===== src/rtl/instruction_decode_stage_if.sv =====
// rtl/instruction_decode_stage_if.sv - instruction input and decoded record output bundle
interface instruction_decode_stage_if #(
    parameter int PC_W = 32
);
    logic            in_valid;
    logic            in_ready;
    logic [31:0]     in_instruction;
    logic [PC_W-1:0] in_pc;
    logic            out_valid;
    logic            out_ready;
    logic [PC_W-1:0] out_pc;
    logic [2:0]      out_type;
    logic [3:0]      out_alu_op;
    logic [4:0]      out_rd;
    logic [4:0]      out_rs1;
    logic [4:0]      out_rs2;
    logic [31:0]     out_imm;
    logic            out_illegal;

    // master: fetch side producer plus execute side consumer
    modport master (
        output in_valid, in_instruction, in_pc, out_ready,
        input  in_ready, out_valid, out_pc, out_type, out_alu_op,
               out_rd, out_rs1, out_rs2, out_imm, out_illegal
    );

    modport slave (
        input  in_valid, in_instruction, in_pc, out_ready,
        output in_ready, out_valid, out_pc, out_type, out_alu_op,
               out_rd, out_rs1, out_rs2, out_imm, out_illegal
    );
endinterface


===== src/rtl/instruction_decode_stage.sv =====
// rtl/instruction_decode_stage.sv - RV32I decode stage with output record FIFO and debug counters
module instruction_decode_stage #(
    parameter int DEPTH = 2,
    parameter int PC_W  = 32,
    parameter int CNT_W = 16
) (
    input  logic                      clk,
    input  logic                      rst,
    input  logic                      flush,
    instruction_decode_stage_if.slave dif,
    output logic [CNT_W-1:0]          decoded_count,
    output logic [CNT_W-1:0]          illegal_count
);
    localparam int AW = (DEPTH > 1) ? $clog2(DEPTH) : 1;
    localparam logic [AW:0] FULL = (AW+1)'(DEPTH);

    typedef enum logic [3:0] {
        ALU_ADD     = 4'd0,
        ALU_SUB     = 4'd1,
        ALU_SLL     = 4'd2,
        ALU_SLT     = 4'd3,
        ALU_SLTU    = 4'd4,
        ALU_XOR     = 4'd5,
        ALU_SRL     = 4'd6,
        ALU_SRA     = 4'd7,
        ALU_OR      = 4'd8,
        ALU_AND     = 4'd9,
        ALU_INVALID = 4'd15
    } alu_control_t;

    typedef struct packed {
        logic [PC_W-1:0] pc;
        logic [2:0]      itype;
        logic [3:0]      alu;
        logic [4:0]      rd;
        logic [4:0]      rs1;
        logic [4:0]      rs2;
        logic [31:0]     imm;
        logic            illegal;
    } rec_t;

    logic [31:0]  inst;
    logic [6:0]   opcode;
    logic [2:0]   f3;
    logic [6:0]   f7;
    logic [2:0]   itype;
    alu_control_t alu;
    logic [31:0]  imm;
    rec_t         dec_rec;

    always_comb begin
        inst   = dif.in_instruction;
        opcode = inst[6:0];
        f3     = inst[14:12];
        f7     = inst[31:25];
        itype  = 3'b111;
        alu    = ALU_INVALID;
        imm    = '0;
        case (opcode)
            7'd51: begin
                itype = 3'd0;
                if (f7 == 7'h00) begin
                    case (f3)
                        3'd0: alu = ALU_ADD;
                        3'd1: alu = ALU_SLL;
                        3'd2: alu = ALU_SLT;
                        3'd3: alu = ALU_SLTU;
                        3'd4: alu = ALU_XOR;
                        3'd5: alu = ALU_SRL;
                        3'd6: alu = ALU_OR;
                        3'd7: alu = ALU_AND;
                    endcase
                end else if (f7 == 7'h20 && f3 == 3'd0) begin
                    alu = ALU_SUB;
                end else if (f7 == 7'h20 && f3 == 3'd5) begin
                    alu = ALU_SRA;
                end
            end
            7'd19: begin
                itype = 3'd1;
                imm   = {{20{inst[31]}}, inst[31:20]};
                // funct7 only qualifies the shift encodings
                case (f3)
                    3'd0: alu = ALU_ADD;
                    3'd1: if (f7 == 7'h00) alu = ALU_SLL;
                    3'd2: alu = ALU_SLT;
                    3'd3: alu = ALU_SLTU;
                    3'd4: alu = ALU_XOR;
                    3'd5: begin
                        if (f7 == 7'h00)      alu = ALU_SRL;
                        else if (f7 == 7'h20) alu = ALU_SRA;
                    end
                    3'd6: alu = ALU_OR;
                    3'd7: alu = ALU_AND;
                endcase
            end
            7'd3: begin
                itype = 3'd2;
                alu   = ALU_ADD;
                imm   = {{20{inst[31]}}, inst[31:20]};
            end
            7'd35: begin
                itype = 3'd3;
                alu   = ALU_ADD;
                imm   = {{20{inst[31]}}, inst[31:25], inst[11:7]};
            end
            7'd99: begin
                itype = 3'd4;
                imm   = {{20{inst[31]}}, inst[7], inst[30:25], inst[11:8], 1'b0};
                case (f3)
                    3'd0, 3'd1: alu = ALU_SUB;
                    3'd4, 3'd5: alu = ALU_SLT;
                    3'd6, 3'd7: alu = ALU_SLTU;
                    default:    alu = ALU_INVALID;
                endcase
            end
            7'd55: begin
                itype = 3'd5;
                alu   = ALU_ADD;
                imm   = {inst[31:12], 12'b0};
            end
            7'd111: begin
                itype = 3'd6;
                alu   = ALU_ADD;
                imm   = {{12{inst[31]}}, inst[19:12], inst[20], inst[30:21], 1'b0};
            end
            default: begin
                itype = 3'b111;
                alu   = ALU_INVALID;
                imm   = '0;
            end
        endcase
        dec_rec.pc      = dif.in_pc;
        dec_rec.itype   = itype;
        dec_rec.alu     = alu;
        dec_rec.rd      = inst[11:7];
        dec_rec.rs1     = inst[19:15];
        dec_rec.rs2     = inst[24:20];
        dec_rec.imm     = imm;
        dec_rec.illegal = (itype == 3'b111) || (alu == ALU_INVALID);
    end

    rec_t             mem_q [DEPTH];
    rec_t             mem_d [DEPTH];
    logic [AW-1:0]    wr_ptr_q, wr_ptr_d;
    logic [AW-1:0]    rd_ptr_q, rd_ptr_d;
    logic [AW:0]      count_q, count_d;
    logic [CNT_W-1:0] dec_cnt_q, dec_cnt_d;
    logic [CNT_W-1:0] ill_cnt_q, ill_cnt_d;
    logic             push, pop, in_ready, out_valid;
    rec_t             head, out_rec;

    assign in_ready  = (count_q != FULL);
    assign out_valid = (count_q != '0);
    assign head      = mem_q[rd_ptr_q];
    assign push      = dif.in_valid & in_ready;
    assign pop       = out_valid & dif.out_ready;

    always_comb begin
        mem_d     = mem_q;
        wr_ptr_d  = wr_ptr_q;
        rd_ptr_d  = rd_ptr_q;
        count_d   = count_q;
        dec_cnt_d = dec_cnt_q;
        ill_cnt_d = ill_cnt_q;
        // a pop coinciding with a flush still reaches the consumer, so it is counted
        if (pop && dec_cnt_q != '1) dec_cnt_d = dec_cnt_q + 1'b1;
        if (pop && head.illegal && ill_cnt_q != '1) ill_cnt_d = ill_cnt_q + 1'b1;
        if (flush) begin
            wr_ptr_d = '0;
            rd_ptr_d = '0;
            count_d  = '0;
        end else begin
            if (push) begin
                mem_d[wr_ptr_q] = dec_rec;
                wr_ptr_d        = wr_ptr_q + 1'b1;
            end
            if (pop) rd_ptr_d = rd_ptr_q + 1'b1;
            case ({push, pop})
                2'b10:   count_d = count_q + 1'b1;
                2'b01:   count_d = count_q - 1'b1;
                default: count_d = count_q;
            endcase
        end
    end

    always_ff @(posedge clk) begin
        if (!rst) begin
            mem_q     <= '{default: '0};
            wr_ptr_q  <= '0;
            rd_ptr_q  <= '0;
            count_q   <= '0;
            dec_cnt_q <= '0;
            ill_cnt_q <= '0;
        end else begin
            mem_q     <= mem_d;
            wr_ptr_q  <= wr_ptr_d;
            rd_ptr_q  <= rd_ptr_d;
            count_q   <= count_d;
            dec_cnt_q <= dec_cnt_d;
            ill_cnt_q <= ill_cnt_d;
        end
    end

    assign out_rec         = out_valid ? head : '0;
    assign dif.in_ready    = in_ready;
    assign dif.out_valid   = out_valid;
    assign dif.out_pc      = out_rec.pc;
    assign dif.out_type    = out_rec.itype;
    assign dif.out_alu_op  = out_rec.alu;
    assign dif.out_rd      = out_rec.rd;
    assign dif.out_rs1     = out_rec.rs1;
    assign dif.out_rs2     = out_rec.rs2;
    assign dif.out_imm     = out_rec.imm;
    assign dif.out_illegal = out_rec.illegal;
    assign decoded_count   = dec_cnt_q;
    assign illegal_count   = ill_cnt_q;
endmodule


===== src/flat_wrapper.sv =====
// flat-port wrapper written by rule: the top's interface ports become plain ports
module instruction_decode_stage_flat 
#(
    parameter int DEPTH = 2,
    parameter int PC_W  = 32,
    parameter int CNT_W = 16
)
  (clk, rst, flush, decoded_count, illegal_count, dif_in_valid, dif_in_instruction, dif_in_pc, dif_out_ready, dif_in_ready, dif_out_valid, dif_out_pc, dif_out_type, dif_out_alu_op, dif_out_rd, dif_out_rs1, dif_out_rs2, dif_out_imm, dif_out_illegal);
  instruction_decode_stage_if #(.PC_W(PC_W)) dif_i ();
  input  logic clk;
  input  logic rst;
  input  logic flush;
  output logic [CNT_W-1:0] decoded_count;
  output logic [CNT_W-1:0] illegal_count;
  input wire logic [$bits(dif_i.in_valid)-1:0] dif_in_valid;
  input wire logic [$bits(dif_i.in_instruction)-1:0] dif_in_instruction;
  input wire logic [$bits(dif_i.in_pc)-1:0] dif_in_pc;
  input wire logic [$bits(dif_i.out_ready)-1:0] dif_out_ready;
  output wire logic [$bits(dif_i.in_ready)-1:0] dif_in_ready;
  output wire logic [$bits(dif_i.out_valid)-1:0] dif_out_valid;
  output wire logic [$bits(dif_i.out_pc)-1:0] dif_out_pc;
  output wire logic [$bits(dif_i.out_type)-1:0] dif_out_type;
  output wire logic [$bits(dif_i.out_alu_op)-1:0] dif_out_alu_op;
  output wire logic [$bits(dif_i.out_rd)-1:0] dif_out_rd;
  output wire logic [$bits(dif_i.out_rs1)-1:0] dif_out_rs1;
  output wire logic [$bits(dif_i.out_rs2)-1:0] dif_out_rs2;
  output wire logic [$bits(dif_i.out_imm)-1:0] dif_out_imm;
  output wire logic [$bits(dif_i.out_illegal)-1:0] dif_out_illegal;
  assign dif_i.in_valid = dif_in_valid;
  assign dif_i.in_instruction = dif_in_instruction;
  assign dif_i.in_pc = dif_in_pc;
  assign dif_i.out_ready = dif_out_ready;
  assign dif_in_ready = dif_i.in_ready;
  assign dif_out_valid = dif_i.out_valid;
  assign dif_out_pc = dif_i.out_pc;
  assign dif_out_type = dif_i.out_type;
  assign dif_out_alu_op = dif_i.out_alu_op;
  assign dif_out_rd = dif_i.out_rd;
  assign dif_out_rs1 = dif_i.out_rs1;
  assign dif_out_rs2 = dif_i.out_rs2;
  assign dif_out_imm = dif_i.out_imm;
  assign dif_out_illegal = dif_i.out_illegal;
  instruction_decode_stage #(.DEPTH(DEPTH), .PC_W(PC_W), .CNT_W(CNT_W)) u_core (.clk(clk), .rst(rst), .flush(flush), .dif(dif_i), .decoded_count(decoded_count), .illegal_count(illegal_count));
endmodule

===== config.mk =====
export PLATFORM = sky130hd
export DESIGN_NAME = instruction_decode_stage_flat
export DESIGN_NICKNAME = d
export VERILOG_FILES = /design/src/rtl/instruction_decode_stage_if.sv /design/src/rtl/instruction_decode_stage.sv /design/src/flat_wrapper.sv
export SDC_FILE = /design/constraint.sdc
export NUM_CORES = 1
export LEC_CHECK = 0
export CORE_ASPECT_RATIO = 2
export CORE_UTILIZATION = 52
export CTS_CLUSTER_SIZE = 12
export DETAILED_ROUTE_END_ITERATION = 8
export DONT_BUFFER_PORTS = 1
export PLACE_DENSITY = 0.67
export SYNTH_ARGS = -nofsm -noshare
export SYNTH_HDL_FRONTEND = slang
export SYNTH_SLANG_ARGS = --single-unit

===== constraint.sdc =====
create_clock -name clk -period 3.05 [get_ports clk]
set_input_delay 0.61 -clock clk [delete_from_list [all_inputs] [get_ports clk]]
set_output_delay 0.61 -clock clk [all_outputs]
set_load 0.02 [all_outputs]

==> metrics, run 1 <==
root buffer cell=clkbuf_16; IO Count=190; synth warn=0; WHS=0.2476 ns; max cap viols=0; most common flop cell mapped by yosys=dfxtp_1; Critical Path Sink Type=output port; Yosys top cell by area=dfxtp_1; Reg clk slew, reported paths=0.06 ns; Max Clk Rate=358.2 MHz; minimum clock period after layout=2.791 ns; GRT Residual Overflow=0; R2R depth=7; hold path startpoint=dif_in_instruction[18]; largest net degree at the start of global routing=117; Sum Neg Setup Slack=0 ns; die height=196.6 um; routed wire length=25.24 mm; Pleak=3.234 nW; CTS Buf Count=21; initial DRC count=297; synthesized area per cell=8.039 um2; full die area=19530 um2; Synth area leaders=dfxtp_1 43%, mux2i_1 9.4%, nand2_1 9.0%, nor2_1 7.5%, a21oi_1 6.5%; Critical R2R Launch=u_core.count_q[0]; crit path launch type=register; arrival time at the worst endpoint=2.18 ns; outcome=finished, final reports clean; vias in the first global route=7899; count leader, synth=nand2_1; fin crit share=91.52%; asr flop ratio synth=0%; syn nets=1301; Yosys top cell area share=42.69%; Mapped Cells=1225; Pwr Density=532.5 nW/um2; Worst Hold Endpoint=u_core.mem_q[41]; Peak VDD IR=0.0004591 V; post-CTS setup buffers=0; first-pass GRT wire length=40.43 mm; CTS tree=built; final setup fails=0; clk_lat worst skew=0.49 ns; layout cell share with drive strength beyond 1=8.213%; H-tree depth=1; hold violation total from the final report=0; total number of vias=8252; R2R Path End=u_core.mem_q[51]; Global Route Usage Sum=25.56%; CTS hold repair buffers=0; relative slew slack=50.12%; RSZ-0062 raised after global routing=no; initial antenna violation count=0; Max FO, Critical Path=21; FF-to-FF setup slack=0.71 ns; n_diodes=0; Worst-Margin Slew=0.7441 ns; Worst Hold Path Cells=2; initial core utilization=53.54%; Port Buffers=0; Post-DRT Antenna Nets=0; vias per cell=5.907; Die W=99.31 um; Residual DRC=0; Commonest cells post-synth=235 x nand2_1, 210 x dfxtp_1, 196 x nor2_1; Synth Cell Area=9848 um2; drt pass-1 iters=5; Yosys reg bits=210; cts repair resizes=0; # fillers=1753; Placer Congestion=0.9186; worst clock skew=0.006607 ns; Synth-to-Final Area Change=7.064%; FP Rows=70; synth unique cells=60; register area share after synthesis=42.69%; CORE AREA=18390 um2; EDFF count, synth=0; Crit Path Category=reg -> out; hold crit path type=in -> reg; Worst EP required=2.44 ns; buffer depth of the longest clock path=3; clock sinks=210; NumNets Final=1254; DP HPWL=17.13 mm; wire length per cell=18.07 um; total power=5.614 mW; max-slew violations=0
## how the worst max path moves through the flow
stage,slack [ns],to,start,cells past startpoint
global placement,0.74,u_core.mem_q[163],u_core.count_q[0],6
detailed placement,0.70,u_core.mem_q[108],dif_in_instruction[6],6
CTS,0.26,dif_out_type[2],u_core.rd_ptr_q,3
global route,0.25,dif_out_type[2],u_core.rd_ptr_q,3
finish,0.26,dif_out_type[2],u_core.rd_ptr_q,3
floorplan,0.88,u_core.mem_q[87],dif_in_instruction[13],8
## cell type report
type	count	area (um2)	area share (%)
clock inverters	2	13.76	0.1305
flip-flops and latches	210	4208	39.91
inverters	9	38.79	0.3679
well taps	216	270.3	2.563
multi-input cells	915	5246	49.76
repair buffers	21	220.2	2.089
clock buffers	24	546.8	5.186
## metrics by stage
step	cell area, um2	util [%]	setup slack [ns]	std cells
after detailed placement	9983	54.28	0.6954	1371
after CTS	10540	57.33	0.2557	1397
after global routing	10540	57.33	0.2474	1397
final	10540	57.33	0.2586	1397
after global placement	9983	54.28	0.7444	1371
after floorplan	9848	-	0.8795	1225
## kinds of logic after synthesis
logic type               share of synthesized area [%]
AO/OA/AOI/OAI                                    16.99
AND/OR/NAND/NOR                                  23.75
XOR/XNOR                                         2.045
multiplexers                                     9.351
flip-flops                                       42.69
adder cells (fa/ha/maj)                         0.8893
buffers and inverters                            4.294
## flip-flops by register name (all words and copies together), names as in the netlist
name	cells
u_core.mem_q	174
u_core.rd_ptr_q	1
u_core.count_q	2
u_core.wr_ptr_q	1
u_core.illegal_count	16
u_core.decoded_count	16
## worst max-delay path, stage by stage, from the launching register on
cell     delay, ns
dfxtp_4       0.61
buf_4         0.39
mux2i_1       0.47
nor2_1        0.21
## where the power goes
group | switching [mW] | leakage (nW) | internal, mW | total (mW)
Sequential | 0.0498 | 1.71 | 2.83 | 2.88
Clock | 1.00 | 0.277 | 1.26 | 2.26
Combinational | 0.321 | 1.25 | 0.156 | 0.477
Total | 1.37 | 3.23 | 4.24 | 5.61
## placed cells by master, fill, tap and decap left out, drive strengths merged, types with 2 or more instances in the layout
cell type,Yosys,layout
o21ai,19,19
dfxtp,210,210
o21a,4,4
inv,8,10
nor4,5,5
nor3,20,20
ha,7,7
nor2b,3,3
o211ai,3,3
nand3,27,27
nand2,235,235
and4,5,5
a31oi,12,12
mux2i,92,92
nand4bb,2,2
a211oi,62,62
nand4,8,8
a32oi,5,5
a21oi,138,138
o31ai,5,5
nand2b,6,6
xnor2,17,17
nor2,196,196
buf,40,21
or3,13,13
or2,2,2
clkbuf,51,24
and3,7,7
xor2,6,6
and2,3,3
## per-layer routing
| metal | wire, um | track usage (%) | up-vias |
|---|---|---|---|
| li1 | - | - | 4091 |
| met1 | 9681 | 28.49 | 3863 |
| met2 | 13130 | 46.68 | 242 |
| met3 | 1443 | 4.681 | 56 |
| met4 | 979 | 11.06 | 0 |
| met5 | 0 | 0 | - |
No activity file was read; power rests on OpenSTA's default activity.
==> run 2: changes to the inputs <==
--- a/config.mk
+++ b/config.mk
@@ -6,6 +6,7 @@
 export NUM_CORES = 1
 export LEC_CHECK = 0
 export CORE_ASPECT_RATIO = 2
+export CORE_MARGIN = 5
 export CORE_UTILIZATION = 52
 export CTS_CLUSTER_SIZE = 12
 export DETAILED_ROUTE_END_ITERATION = 8
==> run 2 against run 1 <==
Critical path depth did not move. Cell area grew 1.8%. Fmax increased by 3.7%. Non-clock buffer count up 2. Clock skew up 0.0078 ns. Sequential share of layout area down 0.69 points. Worst setup slack better by 0.10 ns. Via count fell by 1.0%. Die area is 12% higher. Sequential power barely moved. Total power is 2.6% higher. Highest routed layer unchanged.
==> metrics, run 2 (same netlist as run 1, synthesis figures left out) <==
largest net degree at the start of global routing=83; NumNets Final=1257; hold crit path type=in -> reg; Residual DRC=0; die height=204.6 um; worst path bufs/invs=1; Sum Neg Setup Slack=0 ns; number of flip-flops in the largest register=174; post-CTS setup buffers=0; buffer depth of the longest clock path=3; Worst-Margin Slew=0.7294 ns; Global Route Usage Sum=23.24%; commonest non-fill, non-tap cell in the layout=nand2_1; hold violation total from the final report=0; initial core utilization=52.54%; CORE AREA=18740 um2; CTS hold repair buffers=0; drt pass-1 iters=4; # fillers=1769; clock sinks=210; first-pass GRT wire length=41.92 mm; Post-DRT Antenna Nets=0; fin crit share=88.25%; Crit Path Category=reg -> out; crit-path cells=buf_12, mux2i_1, nor2_1; clk_lat worst skew=0.50 ns; max cap viols=0; GRT Residual Overflow=0; CTS tree=built; relative slew slack=51.22%; Pwr Density=536.6 nW/um2; RSZ-0062 raised after global routing=no; Peak VDD IR=0.0004376 V; CP top delay family=flip-flops; Placer Congestion=0.9759; Reg clk slew, reported paths=0.06 ns; vias in the first global route=8019; minimum clock period after layout=2.692 ns; Port Buffers=0; n_diodes=0; Synth-to-Final Area Change=8.944%; final setup fails=0; root buffer cell=clkbuf_16; outcome=finished, final reports clean; vias per cell=5.664; Worst path max stage delay=0.57 ns; area of the multi-input gates=5246 um2; Register Area=4208 um2; initial antenna violation count=0; cts repair resizes=0; FP Rows=71; Max FO, Critical Path=57; worst clock skew=0.01445 ns; Worst EP required=2.44 ns; full die area=21960 um2; crit path launch type=register; initial DRC count=436; total number of vias=8167; Reg with most FFs=u_core.mem_q; max-slew violations=0; Die W=107.3 um; most frequent cells in the layout=234 x nand2_1, 209 x dfxtp_1, 195 x nor2_1; total power=5.758 mW; CTS Buf Count=22; routed wire length=25.69 mm; IO Count=190; wire length per cell=17.82 um; layout cell share with drive strength beyond 1=8.593%; Final Cell Area=10730 um2; H-tree depth=1; DP HPWL=18.32 mm; Critical Path Sink Type=output port; CP max stage cell=dfxtp_4; arrival time at the worst endpoint=2.08 ns; Max Clk Rate=371.5 MHz; Area after DPL=10110 um2; Pleak=3.290 nW
## run 2: changes by cell type in the layout (fill, tap and decap cells not counted)
| cell | delta |
|---|---|
| clkbuf_8 | +1 |
| clkbuf_16 | +1 |
| clkinv_8 | +1 |
| clkbuf_1 | +1 |
| buf_12 | +5 |
| buf_4 | -3 |
## run 2: per-stage QoR
| stage | util [%] | setup slack [ns] | hold WS, ns | instances |
|---|---|---|---|---|
| 4_1_cts | 57.24 | 0.3097 | 0.2194 | 1442 |
| 2_1_floorplan | - | 0.8795 | 0.4357 | 1225 |
| 3_5_place_dp | 53.94 | 0.6800 | 0.4461 | 1412 |
| 6_report | 57.24 | 0.3583 | 0.2336 | 1442 |
| 3_3_place_gp | 53.94 | 0.7388 | 0.4415 | 1412 |
| 5_1_grt | 57.24 | 0.2791 | 0.2224 | 1442 |
## run 2: per-layer routing
layer  wire length, um  share of wire, %  track usage (%)
met1              9477                37            25.61
met2             13670                53            42.99
met3              1551               6.0            4.793
met4               993               3.9            8.688
met5                 0                 0                0
## run 2: final cells by class
cell class	count	share of cell area, %
repair buffers	23	2.776
flip-flops and latches	210	39.22
inverters	9	0.3615
clock inverters	3	0.2799
multi-input cells	915	48.90
well taps	255	2.974
clock buffers	27	5.493
## run 2: report_power, final
| part | switching, mW | total (mW) | internal (mW) |
|---|---|---|---|
| sequential | 0.0493 | 2.88 | 2.83 |
| clock | 1.03 | 2.39 | 1.35 |
| combinational | 0.323 | 0.493 | 0.170 |
## run 2: worst paths after layout
path                          start                 to  slack, ns  cells after the start
setup reg to reg  u_core.count_q[0]   u_core.mem_q[87]       0.72                      5
hold / removal        dif_in_pc[20]  u_core.mem_q[162]       0.23                      2
setup / recovery    u_core.rd_ptr_q     dif_out_rs2[4]       0.36                      3
hold reg to reg   u_core.mem_q[144]  u_core.mem_q[144]       0.45                      2
